## src/rtl/rv_muldiv_unit.sv

```systemverilog
// -----------------------------------------------------------------------------
// rv_muldiv_unit
//   Iterative RV32M/RV64M multiply/divide unit for the EX stage.
//   Executes MUL/MULH/MULHSU/MULHU/DIV/DIVU/REM/REMU (selected by funct3)
//   through a start/busy/done handshake.
//
//   Parameters
//     XLEN    operand/result width (32 or 64)
//     UNROLL  bits resolved per CALC cycle (1, 2 or 4; divides XLEN)
//
//   Ports
//     clk, rst    clock (rising edge), asynchronous active-high reset
//     start_i     request, sampled only while not busy (IDLE or DONE)
//     funct3_i    operation select
//     op_a_i      rs1 value
//     op_b_i      rs2 value
//     rd_i        destination register tag
//     flush_i     abort the in-flight operation, no done_o follows
//     busy_o      operation in flight (CALC/FIX)
//     done_o      one-cycle pulse, result_o/rd_o valid
//     result_o    result, held until the next completion
//     rd_o        tag of the operation that produced result_o
//
//   Configuration macro
//     RV_MULDIV_FAST_MUL_EN  multiplies use a single-cycle full-width product
//                            (IDLE -> FIX -> DONE); divides are unchanged.
//                            Undefined: multiplies run the iterative CALC path.
//
//   state | meaning
//   IDLE  | waiting for start_i
//   CALC  | N = XLEN/UNROLL shift-add / shift-subtract iterations
//   FIX   | sign correction and result selection
//   DONE  | result registered, done_o pulse; start_i accepted as in IDLE
// -----------------------------------------------------------------------------
module rv_muldiv_unit #(
    parameter int XLEN   = 32,
    parameter int UNROLL = 1
) (
    input  logic            clk,
    input  logic            rst,
    input  logic            start_i,
    input  logic [2:0]      funct3_i,
    input  logic [XLEN-1:0] op_a_i,
    input  logic [XLEN-1:0] op_b_i,
    input  logic [4:0]      rd_i,
    input  logic            flush_i,
    output logic            busy_o,
    output logic            done_o,
    output logic [XLEN-1:0] result_o,
    output logic [4:0]      rd_o
);

    localparam int N     = XLEN / UNROLL;
    localparam int CNT_W = $clog2(XLEN);

    typedef enum logic [1:0] {
        S_IDLE = 2'd0,
        S_CALC = 2'd1,
        S_FIX  = 2'd2,
        S_DONE = 2'd3
    } state_t;

    state_t            state_q, state_d;
    logic [CNT_W-1:0]  cnt_q, cnt_d;
    // hi/lo: product accumulator for multiply; remainder/quotient for divide
    logic [XLEN-1:0]   hi_q, hi_d;
    logic [XLEN-1:0]   lo_q, lo_d;
    // multiplicand (multiply) or divisor (divide) magnitude
    logic [XLEN-1:0]   opnd_q, opnd_d;
    logic [2:0]        f3_q, f3_d;
    logic [4:0]        tag_q, tag_d;
    logic              sa_q, sa_d;
    logic              sb_q, sb_d;
    logic [XLEN-1:0]   result_q, result_d;
    logic [4:0]        rd_q, rd_d;

    // Operand decode for the request being offered
    logic              is_div_i;
    logic              a_signed, b_signed;
    logic              a_neg, b_neg;
    logic [XLEN-1:0]   abs_a, abs_b;
    logic              div_by_zero, div_ovf;

    always_comb begin
        is_div_i    = funct3_i[2];
        a_signed    = is_div_i ? ~funct3_i[0] : (funct3_i[1:0] == 2'b01 || funct3_i[1:0] == 2'b10);
        b_signed    = is_div_i ? ~funct3_i[0] : (funct3_i[1:0] == 2'b01);
        a_neg       = a_signed & op_a_i[XLEN-1];
        b_neg       = b_signed & op_b_i[XLEN-1];
        abs_a       = a_neg ? -op_a_i : op_a_i;
        abs_b       = b_neg ? -op_b_i : op_b_i;
        div_by_zero = (op_b_i == '0);
        div_ovf     = ~funct3_i[0] && (op_a_i == {1'b1, {(XLEN-1){1'b0}}}) && (op_b_i == '1);
    end

    // UNROLL iterations of shift-add (multiply) or restoring shift-subtract (divide)
    logic [XLEN-1:0] step_hi, step_lo;
    logic [XLEN:0]   step_r;

    always_comb begin
        step_hi = hi_q;
        step_lo = lo_q;
        step_r  = '0;
        for (int i = 0; i < UNROLL; i++) begin
            if (f3_q[2]) begin
                step_r  = {step_hi, step_lo[XLEN-1]};
                step_lo = {step_lo[XLEN-2:0], 1'b0};
                if (step_r >= {1'b0, opnd_q}) begin
                    step_r     = step_r - {1'b0, opnd_q};
                    step_lo[0] = 1'b1;
                end
                step_hi = step_r[XLEN-1:0];
            end else begin
                step_r  = {1'b0, step_hi} + (step_lo[0] ? {1'b0, opnd_q} : '0);
                step_lo = {step_r[0], step_lo[XLEN-1:1]};
                step_hi = step_r[XLEN:1];
            end
        end
    end

    // Sign fix-up and result selection
    logic [2*XLEN-1:0] prod, prod_fix;
    logic [XLEN-1:0]   quo_fix, rem_fix, fix_result;

    always_comb begin
        prod     = {hi_q, lo_q};
        prod_fix = (sa_q ^ sb_q) ? -prod : prod;
        quo_fix  = (sa_q ^ sb_q) ? -lo_q : lo_q;
        rem_fix  = sa_q ? -hi_q : hi_q;
        if (f3_q[2]) begin
            fix_result = f3_q[1] ? rem_fix : quo_fix;
        end else begin
            fix_result = (f3_q[1:0] == 2'b00) ? prod_fix[XLEN-1:0] : prod_fix[2*XLEN-1:XLEN];
        end
    end

    always_comb begin
        state_d  = state_q;
        cnt_d    = cnt_q;
        hi_d     = hi_q;
        lo_d     = lo_q;
        opnd_d   = opnd_q;
        f3_d     = f3_q;
        tag_d    = tag_q;
        sa_d     = sa_q;
        sb_d     = sb_q;
        result_d = result_q;
        rd_d     = rd_q;

        case (state_q)
            S_IDLE, S_DONE: begin
                state_d = S_IDLE;
                if (start_i) begin
                    f3_d  = funct3_i;
                    tag_d = rd_i;
                    sa_d  = a_neg;
                    sb_d  = b_neg;
                    cnt_d = CNT_W'(N - 1);
                    if (is_div_i) begin
                        if (div_by_zero) begin
                            result_d = funct3_i[1] ? op_a_i : '1;
                            rd_d     = rd_i;
                            state_d  = S_DONE;
                        end else if (div_ovf) begin
                            result_d = funct3_i[1] ? '0 : op_a_i;
                            rd_d     = rd_i;
                            state_d  = S_DONE;
                        end else begin
                            hi_d    = '0;
                            lo_d    = abs_a;
                            opnd_d  = abs_b;
                            state_d = S_CALC;
                        end
                    end else begin
`ifdef RV_MULDIV_FAST_MUL_EN
                        {hi_d, lo_d} = (2*XLEN)'(abs_a) * (2*XLEN)'(abs_b);
                        opnd_d       = abs_a;
                        state_d      = S_FIX;
`else
                        hi_d    = '0;
                        lo_d    = abs_b;
                        opnd_d  = abs_a;
                        state_d = S_CALC;
`endif
                    end
                end
            end
            S_CALC: begin
                hi_d = step_hi;
                lo_d = step_lo;
                if (cnt_q == '0) begin
                    state_d = S_FIX;
                end else begin
                    cnt_d = cnt_q - CNT_W'(1);
                end
            end
            S_FIX: begin
                result_d = fix_result;
                rd_d     = tag_q;
                state_d  = S_DONE;
            end
            default: state_d = S_IDLE;
        endcase

        // Flush beats everything, including a start or completion this cycle
        if (flush_i) begin
            state_d  = S_IDLE;
            result_d = result_q;
            rd_d     = rd_q;
        end
    end

    always_ff @(posedge clk or posedge rst) begin
        if (rst) begin
            state_q  <= S_IDLE;
            cnt_q    <= '0;
            hi_q     <= '0;
            lo_q     <= '0;
            opnd_q   <= '0;
            f3_q     <= '0;
            tag_q    <= '0;
            sa_q     <= 1'b0;
            sb_q     <= 1'b0;
            result_q <= '0;
            rd_q     <= '0;
        end else begin
            state_q  <= state_d;
            cnt_q    <= cnt_d;
            hi_q     <= hi_d;
            lo_q     <= lo_d;
            opnd_q   <= opnd_d;
            f3_q     <= f3_d;
            tag_q    <= tag_d;
            sa_q     <= sa_d;
            sb_q     <= sb_d;
            result_q <= result_d;
            rd_q     <= rd_d;
        end
    end

    assign busy_o   = (state_q == S_CALC) || (state_q == S_FIX);
    assign done_o   = (state_q == S_DONE);
    assign result_o = result_q;
    assign rd_o     = rd_q;

endmodule

```

## config.mk

```make
export PLATFORM = sky130hd
export DESIGN_NAME = rv_muldiv_unit
export DESIGN_NICKNAME = d
export VERILOG_FILES = /design/src/rtl/rv_muldiv_unit.sv
export SDC_FILE = /design/constraint.sdc
export NUM_CORES = 1
export LEC_CHECK = 0
export CORE_MARGIN = 3
export CORE_UTILIZATION = 30
export DETAILED_ROUTE_END_ITERATION = 10
export HOLD_SLACK_MARGIN = 0.08
export SLEW_MARGIN = 20
export SYNTH_ARGS = -nofsm -noshare
export SYNTH_HDL_FRONTEND = slang
export SYNTH_SLANG_ARGS = --single-unit
```

## constraint.sdc

```tcl
create_clock -name clk -period 16 [get_ports clk]
set_clock_uncertainty 0.2 [all_clocks]
set_input_delay 3.2 -clock clk [delete_from_list [all_inputs] [get_ports clk]]
set_output_delay 3.2 -clock clk [all_outputs]
set_load 0.03 [all_outputs]
```

==> results of run 1 <==
[state kept, by name, indices dropped and copies added, names as in the netlist]
name      cells
tag_q         5
result_o     32
hi_q         32
lo_q         32
opnd_q       32
cnt_q         5
sa_q          1
rd_o          5
sb_q          1
f3_q          3
state_q       2
[worst max-delay path, delay by kind of cell]
kind | cells | cell delay (ns)
and+or+nand+nor | 5 | 2.02
buffers and inverters | 4 | 1.33
adders and majority gates | 1 | 0.21
AOI/OAI and AO/OA | 4 | 0.88
[logic make-up after synthesis]
family / Yosys count / share of synthesized area (%)
AO/OA/AOI/OAI: 730 / 28.4
flip-flops: 150 / 23.8
adder cells (fa/ha/maj): 97 / 7.46
buffers and inverters: 234 / 5.72
multiplexers: 60 / 4.05
XOR/XNOR: 183 / 10.1
AND/OR/NAND/NOR: 691 / 20.5
[per-layer routing]
metal | up-vias | wire, µm | GRT usage (%)
met3 | 105 | 4430 | 3.57
met5 | - | 0 | 0
met4 | 0 | 2620 | 9.07
met2 | 670 | 28300 | 34.2
li1 | 7777 | - | -
met1 | 7993 | 27500 | 30.3
[through the flow]
stage               hold slack, ns  instances  util, %  total power (W)
floorplan                    0.250       2145        -          0.00264
global placement             0.263       2801     33.5          0.00342
detailed placement           0.266       2801     33.6          0.00345
CTS                          0.282       2833     34.6          0.00385
global route                 0.303       2833     34.6          0.00420
finish                       0.279       2833     34.6          0.00390
[power by group through the flow]
stage,combinational (W),sequential (W),clock (W)
2_1_floorplan,0.00191,0.000722,0
3_3_place_gp,0.00263,0.000793,0
3_5_place_dp,0.00265,0.000801,0
4_1_cts,0.00266,0.000793,0.000399
5_1_grt,0.00296,0.000820,0.000419
6_report,0.00271,0.000801,0.000394
[worst min path at each step]
stage,from,slack (ns),depth (start not counted),to
after global placement,result_o[2]$_DFFE_PP0P_,0.26,2,result_o[2]$_DFFE_PP0P_
after floorplan,opnd_q[31]$_DFFE_PP0P_,0.25,1,opnd_q[31]$_DFFE_PP0P_
after CTS,result_o[2]$_DFFE_PP0P_,0.28,2,result_o[2]$_DFFE_PP0P_
after global routing,result_o[14]$_DFFE_PP0P_,0.30,2,result_o[14]$_DFFE_PP0P_
final,result_o[2]$_DFFE_PP0P_,0.28,2,result_o[2]$_DFFE_PP0P_
after detailed placement,result_o[2]$_DFFE_PP0P_,0.27,2,result_o[2]$_DFFE_PP0P_
[cell type report]
| type | count | share of cell area [%] |
|---|---|---|
| clock buffers | 18 | 2.45 |
| clock inverters | 14 | 0.643 |
| inverters | 80 | 1.70 |
| multi-input cells | 1761 | 62.4 |
| flip-flops and latches | 150 | 21.0 |
| well taps | 680 | 4.75 |
| repair buffers | 130 | 7.03 |
[cell usage in the layout, fill, tap and decap left out, drive strengths merged, types with 25 or more instances in the layout]
cell and instances:
inv 85, o221ai 26, xor2 82, o21ai 199, ha 75, a211oi 46
xnor2 101, nor4 25, nand2 202, clkdlybuf4s50 113, a21oi 248, a31oi 32
mux2i 29, nand4 25, nor3 52, mux2 31, a21o 32, dfrtp 150
nor2 251
==> summary.txt, run 1 <==
Status
  – Status: finished clean

Placement
  – Placed inst area: 17400 µm²
  – GPL Wtd Cong: 0.950
  – Worst slack at placement: 8.02 ns
  – IO buf count: roughly 110
  – Post-DP HPWL: ~49000 µm

Setup path
  – Worst path slowest cell: nand3_1
  – Crit path cell chain: clkdlybuf4s50_1 -> inv_1 -> ha_1 -> nor4b_1 -> nand4_1 -> and4b_1 -> buf_4 -> a32o_1 -> o21ai_4 -> buf_4 -> nand3_1 -> nor2_1 -> a222oi_1 -> o21ai_0
  – Worst Path Required: between 15 and 20 ns
  – CP startpoint kind: input port
  – Critical Path Source: op_b_i[0]
  – Worst R2R End: hi_q[29]$_DFFE_PP0P_
  – Worst reg-to-reg path cell count: 12
  – Most common cell on crit path: buf_4
  – Crit path to: hi_q[26]$_DFFE_PP0P_
  – Crit path kind: input port to flip-flop
  – Reg2reg setup slack: between 10 and 15 ns
  – CP Data Arrival Time: 7.71 ns
  – Element type at the critical path end: flip-flop
  – Reg2reg start: lo_q[0]$_DFFE_PP0P_
  – Largest stage delay on the critical path: 0.73 ns
  – CP max FO: 62

Synth
  – Flops & latches, synth: 150
  – Post-synth EDFFs: 0
  – Distinct cell type count after synthesis: 83
  – Yosys warnings: 0
  – Top cells by count, synth: 251 x nor2_1, 248 x a21oi_1, 201 x nand2_1, 195 x o21ai_0, 150 x dfrtp_1
  – Sequential area share after synthesis: 23.8%
  – Mapped Area: around 16000 µm²
  – Syn avg cell area: around 7.4 µm²
  – Syn Nets: around 2300
  – Main synth FF type: dfrtp_1
  – Async set or reset register ratio after synthesis: 100%
  – Count leader, synth: nor2_1
  – Top post-synthesis cells by area: dfrtp_1 24%, a21oi_1 7.9%, o21ai_0 6.2%
  – Post-synthesis instance total: roughly 2100
  – Yosys top cell area share: a little under a quarter
  – Synth area leader: dfrtp_1

CTS
  – Worst-path clk slew: 0.07 ns
  – Clk root buf: clkbuf_16
  – Num CTS Buffers: 17
  – Maximum clock path buffer count: 2
  – CTS Hold Bufs: 0
  – PostCTS Resize Cnt: 0
  – Skew-Pair Late Insertion Delay: 0.48 ns
  – Clk sinks: 150
  – Htree depth: 4
  – # Post-CTS Setup Buffers: 0
  – CTS tree: yes

Final layout
  – Reg area: approximately 3800 µm²
  – Design Area, Final: 17900 µm²
  – Filler cell count: roughly 5600
  – Final net count: 2293
  – Area of the multi-input gates: between 10000 and 15000 µm²
  – Fraction of layout cells with a size suffix above 1: 5.16%
  – Synth-to-Final Area Change: 13.4%
  – Antenna cells: 0

Die
  – Die W: about 240 µm
  – Site row count: between 80 and 90
  – Std-Cell Core Area: between 50000 and 60000 µm²
  – Boundary Pins: 115
  – Die height: roughly 240 µm
  – DIE AREA: about 55000 µm²
  – Starting density of the core: around 31%

Global route
  – First-pass GRT wire length: approximately 95000 µm
  – Largest net degree at the start of global routing: 117
  – Gr ovfl total: 0
  – Initial antenna violation count: 0
  – Vias in the first global route: between 15000 and 20000
  – Total GRT Usage: roughly 22%

Routing
  – Final WL: around 63000 µm
  – Wire per inst: roughly 22 µm
  – Antenna viol nets, final: 0
  – Via count: between 15000 and 20000
  – DRC Markers: 0
  – DRT iter0 DRCs: 1800
  – DR pass1 iterations: 6
  – Vias per cell: between 5 and 6

Power
  – Gate power share: 69.4%
  – Int Pwr: roughly 0.0017 W
  – Pwr dens: approximately 220 nW/µm²
  – Sequential power share: just over 20%
  – LEAKAGE: 7.25 nW
  – Clock power share: between 10% and 20%
  – VDD IR max: ~94 µV
  – Net Sw Frac: between 50 and 60%
  – Psw: ~0.0022 W

Worst hold path
  – Worst Hold Class: flip-flop to flip-flop

Timing
  – Fin worst setup slack: 8.42 ns
  – Max-slew violation count: 0
  – Max Clock Freq: 0.132 GHz
  – Setup violators final: 0
  – Slew HR: roughly 28%
  – Final Hold Viols: 0
  – Measured slew at the worst slew-check pin: around 1.1 ns
  – Final period util: a little under half
  – Unrepaired setup endpoints after global routing: no
  – Fin crit period: around 7.6 ns
  – Setup TNS: 0 ns

Run
  – Max-Cap Viols: 0
No activity file was read; power rests on OpenSTA's default activity.
==> run 2, diff against run 1 <==
clock period = 7.81 ns   (was 16 ns; I/O delays follow)
==> summary.txt, run 2 (same netlist as run 1, synthesis figures left out) <==
Timing
  – Fin worst setup slack: ~2.1 ns
  – Measured slew at the worst slew-check pin: between 1 and 1.5 ns
  – Setup TNS: 0 ns
  – Min Hold Slack: approximately 0.28 ns
  – Max-slew violation count: 0
  – Fin crit period: around 5.7 ns
  – Unrepaired setup endpoints after global routing: no
  – Setup violators final: 0
  – Final Hold Viols: 0
  – Slew HR: 28.8%
  – Final period util: 73.1%
  – Max Clock Freq: between 0.15 and 0.2 GHz

Die
  – Std-Cell Core Area: 51700 µm²
  – Die height: 235 µm
  – Site row count: 83
  – DIE AREA: 55400 µm²
  – Boundary Pins: about 120
  – Starting density of the core: 30.5%
  – Die W: around 240 µm

Placement
  – Worst slack at placement: about 1.7 ns
  – Post-DP HPWL: approximately 48000 µm
  – Placed insts: around 2800
  – IO buf count: 114
  – Placed inst area: 17400 µm²
  – GPL Wtd Cong: 0.927

CTS
  – PostCTS Resize Cnt: 0
  – CTS tree: yes
  – Maximum clock path buffer count: 2
  – # Post-CTS Setup Buffers: 0
  – Clk root buf: clkbuf_16
  – Num CTS Buffers: 17
  – Worst-path clk slew: around 0.070 ns
  – Htree depth: 4
  – Clk sinks: 150
  – Skew-Pair Late Insertion Delay: between 0.4 and 0.5 ns
  – CTS Hold Bufs: 0

Power
  – Sequential power share: 20.1%
  – LEAKAGE: between 7 and 8 nW
  – Net Sw Frac: 54.8%
  – Int Pwr: 0.00368 W
  – Psw: between 0.004 and 0.005 W
  – Clock power share: between 10% and 20%
  – VDD IR max: 205 µV
  – Gate power share: between 60% and 70%
  – Pwr dens: ~450 nW/µm²

Final layout
  – Reg area: roughly 3800 µm²
  – Filler cell count: 5512
  – Area of the multi-input gates: about 11000 µm²
  – Most frequent cells in the layout: 251 x nor2_1, 247 x a21oi_1, 201 x nand2_1
  – Layout Cells excl Fill: about 2800
  – Commonest non-fill, non-tap cell in the layout: nor2_1
  – Synth-to-Final Area Change: 14.2%
  – Final net count: around 2300
  – Antenna cells: 0
  – Design Area, Final: approximately 18000 µm²
  – Fraction of layout cells with a size suffix above 1: 5.33%

Global route
  – M2 GR Usage: around 34%
  – Grt met1 use: between 20 and 30%
  – Total GRT Usage: 21.6%
  – Gr ovfl total: 0
  – Met3 Use GR: under 10%
  – Largest net degree at the start of global routing: 109
  – Initial antenna violation count: 0
  – First-pass GRT wire length: ~93000 µm
  – Vias in the first global route: 15200
  – Most used routing layer: met2

Setup path
  – Most common cell on crit path: a21oi_1
  – CP startpoint kind: input port
  – Worst R2R End: lo_q[0]$_DFFE_PP0P_
  – Worst path slowest cell: or3_2
  – Reg2reg start: hi_q[4]$_DFFE_PP0P_
  – CP Data Arrival Time: 5.87 ns
  – Element type at the critical path end: flip-flop
  – CP max FO: just under 60
  – Crit path cell chain: clkdlybuf4s50_1 -> inv_1 -> ha_1 -> nor4b_1 -> nand4_1 -> and4b_1 -> buf_4 -> a32o_1 -> a21oi_1 -> or3_2 -> a2111oi_0 -> a21oi_1 -> o41ai_2
  – Largest stage delay on the critical path: 0.84 ns
  – Worst Path Required: 7.98 ns
  – Worst reg-to-reg path cell count: 11
  – Reg2reg setup slack: 3.31 ns
  – Crit path kind: input port to flip-flop

Routing
  – Antenna viol nets, final: 0
  – Via count: 16600
  – DRC Markers: 0
  – DR pass1 iterations: 6
  – DRT iter0 DRCs: 2053
  – Final WL: 62100 µm
  – Vias per cell: slightly below 6
  – Wire per inst: between 20 and 25 µm

Worst hold path
  – Worst Hold Class: flip-flop to flip-flop
  – Min-delay src: result_o[24]$_DFFE_PP0P_
  – Hold Path Cell Cnt: 2
  – Hold path endpoint: result_o[24]$_DFFE_PP0P_

Run
  – Max-Cap Viols: 0

Status
  – Status: finished clean
run 2: worst max-delay path, delay by kind of cell:
| kind | cells | cell delay [ns] |
|---|---|---|
| AND/OR/NAND/NOR | 4 | 1.89 |
| AO/OA/AOI/OAI | 5 | 1.19 |
| buffers and inverters | 3 | 0.99 |
| adder cells (fa/ha/maj) | 1 | 0.22 |
run 2: final cells by class:
class / instances / area share, %
clock buffers: 18 / 2.44
clock inverters: 13 / 1.08
inverters: 80 / 1.69
multi-input cells: 1761 / 62.0
flip-flops and latches: 150 / 20.8
well taps: 680 / 4.72
repair buffers: 136 / 7.23
run 2: worst max path at each step:
stage | from | to | slack (ns) | depth (start not counted)
floorplan | rst | cnt_q[0]$_DFFE_PP0P_ | 2.01 | 1
global placement | op_b_i[0] | result_o[27]$_DFFE_PP0P_ | 1.85 | 13
detailed placement | op_b_i[0] | result_o[27]$_DFFE_PP0P_ | 1.70 | 13
CTS | op_b_i[0] | result_o[27]$_DFFE_PP0P_ | 2.20 | 13
global route | op_b_i[0] | result_o[27]$_DFFE_PP0P_ | 1.86 | 13
finish | op_b_i[0] | result_o[27]$_DFFE_PP0P_ | 2.10 | 13
run 2: metrics by stage:
step | power (W) | util (%)
after floorplan | 0.00540 | -
after global placement | 0.00704 | 33.6
after detailed placement | 0.00708 | 33.6
after CTS | 0.00804 | 34.9
after global routing | 0.00872 | 34.9
final | 0.00815 | 34.9
run 2: power groups by stage:
| stage | combinational [W] | sequential (W) | clock, W |
|---|---|---|---|
| 6_report | 0.00558 | 0.00164 | 0.000929 |
| 5_1_grt | 0.00607 | 0.00168 | 0.000970 |
| 4_1_cts | 0.00548 | 0.00162 | 0.000939 |
| 3_5_place_dp | 0.00545 | 0.00163 | 0 |
| 3_3_place_gp | 0.00542 | 0.00162 | 0 |
| 2_1_floorplan | 0.00392 | 0.00148 | 0 |
run 2: metal layers:
metal | routed length, µm | up-vias | part of all wire [%]
met5 | 0 | - | 0
met4 | 2370 | 0 | 3.8
met3 | 4140 | 103 | 6.7
met2 | 28500 | 701 | 46
met1 | 27200 | 7983 | 44
li1 | - | 7786 | -
